File: src/rtl/dds_seq_ctrl.sv
// rtl/dds_seq_ctrl.sv - DDS segment sequencer (optional finite loop count via DDS_SEQ_LOOPCNT_EN)
module dds_seq_ctrl #(
    parameter int DEPTH = 8,
    parameter int AW    = 3,
    parameter int DUR_W = 24
) (
    input  logic             CLK,
    input  logic             RESET,
    input  logic             wr_en,
    input  logic [AW-1:0]    wr_addr,
    input  logic [2:0]       wr_form,
    input  logic [31:0]      wr_inc,
    input  logic [DUR_W-1:0] wr_dur,
    input  logic             start,
    input  logic             stop,
    input  logic             loop_en,
    input  logic [AW-1:0]    last_seg,
`ifdef DDS_SEQ_LOOPCNT_EN
    input  logic [7:0]       loop_cnt,
`endif
    output logic [2:0]       form,
    output logic [31:0]      inc,
    output logic             phase_clr,
    output logic [AW-1:0]    seg_idx,
    output logic             busy,
    output logic             done
);

    typedef enum logic [1:0] {IDLE, RUN, DONE} state_t;

    state_t             state_q, state_d;
    logic [2:0]         tbl_form [DEPTH];
    logic [31:0]        tbl_inc  [DEPTH];
    logic [DUR_W-1:0]   tbl_dur  [DEPTH];

    logic [DUR_W-1:0]   cnt_q, cnt_d;
    logic [AW-1:0]      last_q, last_d;
    logic               loop_q, loop_d;
    logic [2:0]         form_d;
    logic [31:0]        inc_d;
    logic               clr_d, busy_d, done_d;
    logic [AW-1:0]      idx_d;
    logic               ld_en;
    logic [AW-1:0]      ld_addr;
    logic [DUR_W-1:0]   ld_dur;
    logic               wrap_ok;

`ifdef DDS_SEQ_LOOPCNT_EN
    logic [7:0]         pass_q, pass_d;
    assign wrap_ok = loop_q && (pass_q != 8'd0);
`else
    assign wrap_ok = loop_q;
`endif

    assign ld_dur = tbl_dur[ld_addr];

    // Segment table: host writes land at the edge, so a same-edge load sees old contents
    always_ff @(posedge CLK or posedge RESET) begin
        if (RESET) begin
            for (int i = 0; i < DEPTH; i++) begin
                tbl_form[i] <= 3'd0;
                tbl_inc[i]  <= 32'd0;
                tbl_dur[i]  <= '0;
            end
        end else if (wr_en) begin
            tbl_form[wr_addr] <= wr_form;
            tbl_inc[wr_addr]  <= wr_inc;
            tbl_dur[wr_addr]  <= wr_dur;
        end
    end

    // State, counters and registered outputs
    always_ff @(posedge CLK or posedge RESET) begin
        if (RESET) begin
            state_q   <= IDLE;
            cnt_q     <= '0;
            last_q    <= '0;
            loop_q    <= 1'b0;
            form      <= 3'd0;
            inc       <= 32'd0;
            phase_clr <= 1'b0;
            seg_idx   <= '0;
            busy      <= 1'b0;
            done      <= 1'b0;
`ifdef DDS_SEQ_LOOPCNT_EN
            pass_q    <= 8'd0;
`endif
        end else begin
            state_q   <= state_d;
            cnt_q     <= cnt_d;
            last_q    <= last_d;
            loop_q    <= loop_d;
            form      <= form_d;
            inc       <= inc_d;
            phase_clr <= clr_d;
            seg_idx   <= idx_d;
            busy      <= busy_d;
            done      <= done_d;
`ifdef DDS_SEQ_LOOPCNT_EN
            pass_q    <= pass_d;
`endif
        end
    end

    // Next state and next output values; a segment load is shared by start, advance and wrap
    always_comb begin
        state_d = state_q;
        cnt_d   = cnt_q;
        last_d  = last_q;
        loop_d  = loop_q;
        form_d  = form;
        inc_d   = inc;
        clr_d   = 1'b0;
        idx_d   = seg_idx;
        busy_d  = busy;
        done_d  = 1'b0;
        ld_en   = 1'b0;
        ld_addr = '0;
`ifdef DDS_SEQ_LOOPCNT_EN
        pass_d  = pass_q;
`endif
        case (state_q)
            IDLE: begin
                if (!stop && start) begin
                    state_d = RUN;
                    last_d  = last_seg;
                    loop_d  = loop_en;
`ifdef DDS_SEQ_LOOPCNT_EN
                    pass_d  = loop_cnt;
`endif
                    ld_en   = 1'b1;
                end
            end
            RUN: begin
                if (stop) begin
                    state_d = IDLE;
                    inc_d   = 32'd0;
                    busy_d  = 1'b0;
                    idx_d   = '0;
                end else if (cnt_q != '0) begin
                    cnt_d = cnt_q - 1'b1;
                end else if (seg_idx != last_q) begin
                    ld_en   = 1'b1;
                    ld_addr = seg_idx + 1'b1;
                end else if (wrap_ok) begin
                    ld_en   = 1'b1;
`ifdef DDS_SEQ_LOOPCNT_EN
                    pass_d  = pass_q - 8'd1;
`endif
                end else begin
                    state_d = DONE;
                    done_d  = 1'b1;
                    busy_d  = 1'b0;
                    inc_d   = 32'd0;
                end
            end
            DONE: state_d = IDLE;
            default: state_d = IDLE;
        endcase
        if (ld_en) begin
            form_d = tbl_form[ld_addr];
            inc_d  = tbl_inc[ld_addr];
            cnt_d  = (ld_dur == '0) ? '0 : ld_dur - 1'b1;
            idx_d  = ld_addr;
            clr_d  = 1'b1;
            busy_d = 1'b1;
        end
    end

endmodule

File: config.mk
export PLATFORM = sky130hd
export DESIGN_NAME = dds_seq_ctrl
export DESIGN_NICKNAME = d
export VERILOG_FILES = /design/src/rtl/dds_seq_ctrl.sv
export SDC_FILE = /design/constraint.sdc
export NUM_CORES = 1
export LEC_CHECK = 0
export ABC_AREA = 1
export ABC_CLOCK_PERIOD_IN_PS = 18700
export CAP_MARGIN = 30
export CORE_MARGIN = 4
export CORE_UTILIZATION = 25
export DETAILED_ROUTE_END_ITERATION = 8
export GPL_TIMING_DRIVEN = 0
export SLEW_MARGIN = 20
export SYNTH_ARGS = -nofsm -noshare
export SYNTH_HDL_FRONTEND = slang
export SYNTH_SLANG_ARGS = --single-unit
File: constraint.sdc
create_clock -name CLK -period 18.7 [get_ports CLK]
set_clock_uncertainty 0.1 [all_clocks]
set_input_delay 2.805 -clock CLK [delete_from_list [all_inputs] [get_ports CLK]]
set_output_delay 2.805 -clock CLK [all_outputs]
set_load 0.01 [all_outputs]
### Word-level counts from Yosys, hierarchy flattened

Cells that the tools add are included.

* add/subtract/negate cells: 3
* $lt $le $gt $ge: 3
* equality and inequality tests: 10
* multiplexer cells: 60
* bitwise operators: 2
* reductions and logical operators: 14

Operators by type and width (number)
* two-way mux 32 bit: 9
* bitwise mux 256 bit: 1
* bitwise mux 192 bit: 1
* two-way mux 24 bit: 8
* binary-select mux 32 bit (select 3 bit): 1
* demux 32 bit (select 3 bit): 1
* binary-select mux 24 bit (select 3 bit): 1
* demux 24 bit (select 3 bit): 1
* subtractor 24 x 1 -> 24 bit, second input constant: 2
* two-way mux 3 bit: 10
* bitwise mux 24 bit: 1
* zero test 24 bit: 1
* nonzero test 24 bit: 1
* two-way mux 1 bit: 17
* inequality test 3 bit, second input constant: 5
* two-way mux 2 bit: 5
* binary-select mux 3 bit (select 3 bit): 1
* demux 3 bit (select 3 bit): 1
* >= comparator 4 bit, second input constant: 2
* NOT 3 -> 4 bit: 2
* AND reduction 4 bit: 2
* nonzero test 2 bit: 3
* less-than comparator 4 x 1 -> 1 bit, second input constant: 1
* one-hot mux 2 bit (2 select lines): 1
* 12 further kinds: 14

* register bits: 543
* input bits: 71
* output and inout port bits: 41
* logic and storage cells: 126

### Depth between registers and ports, before layout

* depth after elaboration: 12
* mapped depth: 24
* gate-level depth less buffers: 22

### Worst setup path before layout

OpenSTA, ideal clock, no wires.

* path type: input to register
* from: input port stop
* to: register cnt_q[10]
* library setup time: 0.077 ns
* data arrival time: 4.874 ns
* required time: 18.523 ns
* slack: 13.648 ns
* stages: 18
* buffers on the path: 2
* cell sequence: nor2_2 > nand2_4 > nor2_8 > nand2_4 > buf_6 > buf_2 > nand3_1 > nand3_1 > nand2_2 > ha_1 > nand3_1 > nor2_2 > nand3_2 > nor2_2 > nand2_1 > nand2_1 > nand3_2 > a21oi_1

* word-level cells in the longest chain between the ends: 9
* elaborated cells on any way between the ends: 19
* those cells by class: add/sub: 1; eq/ne: 1; mux: 10; bitwise: 1; reduce/logical: 6

Ends and longest elaborated chain
* start: declaration: line 15 `input logic stop,`
* two-way mux 3 bit: line 135 `if (stop) begin`
* two-way mux 3 bit: line 122 `case (state_q)`
* NOT 3 -> 4 bit (implied by the code): line 55 `assign ld_dur = tbl_dur[ld_addr];`
* binary-select mux 24 bit (select 3 bit): line 55
* two-way mux 24 bit (implied by the code) (2 in series): line 55
* subtractor 24 x 1 -> 24 bit / zero test 24 bit (equally long branches): line 163 `cnt_d = (ld_dur == '0) ? '0 : ld_dur - 1'b1;`
* two-way mux 24 bit: line 163
* two-way mux 24 bit: line 160 `if (ld_en) begin`
* end signal: assignment: line 90 `cnt_q <= cnt_d;`
* end: declaration: line 36 `logic [DUR_W-1:0] cnt_q, cnt_d;`

Parallel ways exist; a longest one is shown, timed or not. The select of a mux whose other input is x is not followed.
A chain may end at the register's enable or synchronous reset.

### Worst setup path in the final report

* from: input port stop
* to: register inc[7]

* word-level cells in the longest chain between the ends: 7
* elaborated cells on any way between the ends: 19
* those cells by class: eq/ne: 3; mux: 11; bitwise: 1; reduce/logical: 4

Ends and longest elaborated chain
* two-way mux 3 bit: line 135
* two-way mux 3 bit: line 122
* NOT 3 -> 4 bit (implied by the code): line 162 `inc_d = tbl_inc[ld_addr];`
* binary-select mux 32 bit (select 3 bit): line 162
* two-way mux 32 bit (implied by the code) (2 in series): line 162
* two-way mux 32 bit: line 160
* end signal: assignment: line 94 `inc <= inc_d;`
* end: declaration: line 22 `output logic [31:0] inc,`

Parallel ways exist; a longest one is shown, timed or not. The select of a mux whose other input is x is not followed.

==> run_results.csv <==
group,metric,value,unit
run_status,status,"complete, no violations",
floorplan,core,0.103,mm²
floorplan,die_y,331,µm
final_layout,finalNonFillerCells,4886,
place,post-place-ws,12.10,ns
power,power_density,104,mW/mm²
route,drc,0,
place,numPortBuffers,111,
place,gp_congestion,0.839,
clock_tree,cts-root-buf,"clkbuf_16",
clock_tree,cts_tree,"done",
floorplan,num_rows,118,
final_layout,diodes,0,
timing,worst_slew_pin_slew,1.00,ns
critical_path,cp.required,19.09,ns
floorplan,initial_utilization,25.2,%
hold_path,hold_path_class,"flip-flop to flip-flop",
final_layout,fill_cells,11113,
logic_synthesis,synth_edf_count,0,
clock_tree,postCtsSetupRepairBufs,0,
timing,rsz0062_at_grt,"false",
logic_synthesis,syn_avg_cell_area,7.91,µm²
floorplan,io_pins,112,
clock_tree,postCtsResizedCells,0,
power,p_leak,14.3,nW
timing,hold_slack,0.376,ns
floorplan,die_x,331,µm
logic_synthesis,synth.top_cell.area_share,52.2,%
logic_synthesis,ys_seq_area_share,52.2,%
logic_synthesis,syn_nets,3365,
critical_path,path_class,"primary input to flip-flop",
critical_path,end_kind,"flip-flop",
final_layout,postLayoutCoreUtil,29.8,%
route,drtIter0Drc,2540,
place,hpwl,65000,µm
route,antenna_left,0,
timing,fmax,0.165,GHz
final_layout,final_layout_size_suffix_gt1_share,7.19,%
critical_path,reg2reg_from,"seg_idx[0]",
clock_tree,ctsHoldBuffers,0,
global_route,grt.total_usage,16.8,%
timing,finalCritPeriodShare,32.4,%
route,vias,23609,
global_route,grt_pass1_vias,22713,
route,post_drt_wl_per_cell,19.1,µm
clock_tree,cts.sink_count,543,
timing,setup_viol,0,
logic_synthesis,synth_flop_cell,"dfrtp_1",
logic_synthesis,ys_warn_count,0,
route,wl,93200,µm
critical_path,crit_arrival,6.45,ns
hold_path,hold_start,"tbl_dur[158]",
logic_synthesis,ys_async_sr_fraction,100,%
place,dp.cells,4787,
clock_tree,insertion_delay,0.64,ns
timing,hold_violations,0,
run,cap_violations,0,
global_route,grt_pass1_wl,142000,µm
final_layout,syn_to_final_growth,18.6,%
critical_path,cp-start-kind,"primary input",
timing,relSlewSlack,33.2,%
power,peakVddDrop,0.0648,mV
logic_synthesis,synth_cells,3289,
route,first_pass_iters,6,
clock_tree,cts_max_level,2,
global_route,grt_start_max_net_pins,98,
timing,drv_slew,0,
global_route,antenna_found_initial,1,
timing,totalNegativeSetupSlack,0,ns
logic_synthesis,synthTopCellsByArea,"dfrtp_1 (52%), nand2_1 (15%), o21ai_0 (11%)",
floorplan,die_area,0.109,mm²
critical_path,path_max_fanout,10,
clock_tree,path_clk_slew,0.07,ns
clock_tree,cts_buffers,54,
timing,setup_ws,12.64,ns
final_layout,fin_nets,3539,
logic_synthesis,ys_ff_latch,543,
logic_synthesis,yosysUniqueCellTypes,47,
route,post_drt_via_cell_ratio,4.83,
global_route,grt_overflow_total,0,
critical_path,crit_start,"stop",
logic_synthesis,synth_top_cell_by_area,"dfrtp_1",
logic_synthesis,netlist_area,0.0260,mm²
timing,post-route-min-period,6.06,ns
clock_tree,cts_buffer_depth,3,
layout by cell type, fill, tap and decap left out, types with 4 or more instances in the layout:
cell and count:
clkbuf_1 147, ha_1 5, o31ai_1 4, buf_1 21
or2_2 18, a21oi_2 10, o21ai_0 547, buf_6 8
clkdlybuf4s50_1 111, clkinv_2 14, nand2_1 1006, nand3_2 16
nand3b_1 24, o2111ai_1 5, nor2_4 9, clkbuf_16 55
xor2_1 5, dfrtp_1 543, buf_2 30, buf_16 6
nor2_2 13, nor2_1 147, nand2_4 4, nor3_1 4
inv_1 212, nand2_2 19, clkbuf_8 13, buf_4 9
a21oi_1 173, nand3_1 263, inv_2 10, o21ai_1 14
path summary, 6_finish.rpt:
path / slack [ns] / endpoint / depth (start not counted)
worst max-delay path: 12.64 / inc[7] / 12
worst min-delay path: 0.38 / tbl_dur[158] / 2
worst max register to register: 14.47 / inc[7] / 15
worst min register to register: 0.38 / tbl_dur[158] / 2
max in group asynchronous: 14.68 / tbl_inc[118] / 4
min in group asynchronous: 2.58 / tbl_dur[45] / 2
critical path: stages:
cell and delay [ns]:
clkdlybuf4s50_1 0.57, nor2_2 0.11, nand2_4 0.16, nor2_8 0.10, nand2_4 0.11, buf_2 0.31, buf_2 0.39, clkbuf_1 0.54
clkbuf_1 0.77, a21oi_1 0.07, o21ai_0 0.36, nand3_1 0.11
registers in the layout, indices dropped and copies added (netlist names):
name / cells
state_q: 2
inc: 32
tbl_dur: 192
done: 1
tbl_inc: 256
tbl_form: 24
form: 3
busy: 1
phase_clr: 1
cnt_q: 24
loop_q: 1
last_q: 3
seg_idx: 3
cell type report:
| cell class | count | area [µm²] | area share, % |
|---|---|---|---|
| Sequential cell | 543 | 13600 | 44.0 |
| Multi-Input combinational cell | 2319 | 10700 | 34.7 |
| Tap cell | 1380 | 1730 | 5.60 |
| Clock buffer | 79 | 1600 | 5.17 |
| Timing Repair Buffer | 118 | 1290 | 4.17 |
| Buffer | 203 | 886 | 2.87 |
| Inverter | 224 | 848 | 2.75 |
| Clock inverter | 20 | 206 | 0.669 |
power breakdown:
group	total [mW]	leakage, nW	switching (mW)	internal [mW]
combinational	0.552	6.58	0.332	0.220
clock	1.12	0.894	0.502	0.623
sequential	1.54	6.78	0.139	1.40
Yosys cell counts, types with 2 or more instances:
| master | instances |
|---|---|
| nand2_1 | 1006 |
| o21ai_0 | 547 |
| dfrtp_1 | 543 |
| nand3_1 | 263 |
| inv_1 | 213 |
| a21oi_1 | 173 |
| nor2_1 | 147 |
| clkbuf_1 | 136 |
| buf_2 | 30 |
| nand3b_1 | 24 |
| buf_1 | 21 |
| nand2_2 | 19 |
| or2_2 | 18 |
| nand3_2 | 16 |
| o21ai_1 | 14 |
| nor2_2 | 13 |
| a21oi_2 | 10 |
| inv_2 | 10 |
| buf_4 | 9 |
| nor2_4 | 9 |
| buf_6 | 7 |
| ha_1 | 5 |
| nor3_1 | 5 |
| o2111ai_1 | 5 |
| xor2_1 | 5 |
| nand2_4 | 4 |
| o31ai_1 | 4 |
| a22oi_1 | 3 |
| o221ai_1 | 3 |
| o22ai_1 | 3 |
| xnor2_1 | 3 |
| a31oi_1 | 2 |
| mux2_2 | 2 |
| nand3_4 | 2 |
| o21a_1 | 2 |
| o21ai_2 | 2 |
per-layer routing:
metal / up-vias / share of wire (%) / track usage, %
li1: 11030 / - / -
met1: 11572 / 44 / 23.4
met2: 888 / 46 / 27.0
met3: 119 / 7.6 / 2.98
met4: 0 / 2.1 / 4.07
met5: - / 0 / 0
cells by family (layout without fill, tap and decap cells):
logic type	count (synthesis)	count (layout)	share of synthesized area [%]
xor gates and xnor gates	9	9	0.332
DFF	543	543	52.2
muxes	2	2	0.0865
and+or+nand+nor	1532	1532	25.2
adders and majority gates	5	5	0.240
AOI/OAI and AO/OA	771	771	15.3
buffers and inverters	427	644	6.63
metrics by stage:
stage / power, mW / instance area, µm²
3_3_place_gp: 2.09 / 28900
2_1_floorplan: 1.91 / 26000
5_1_grt: 3.39 / 30900
3_5_place_dp: 2.11 / 29100
6_report: 3.22 / 30900
4_1_cts: 3.23 / 30900
No activity file was read; power rests on OpenSTA's default activity.
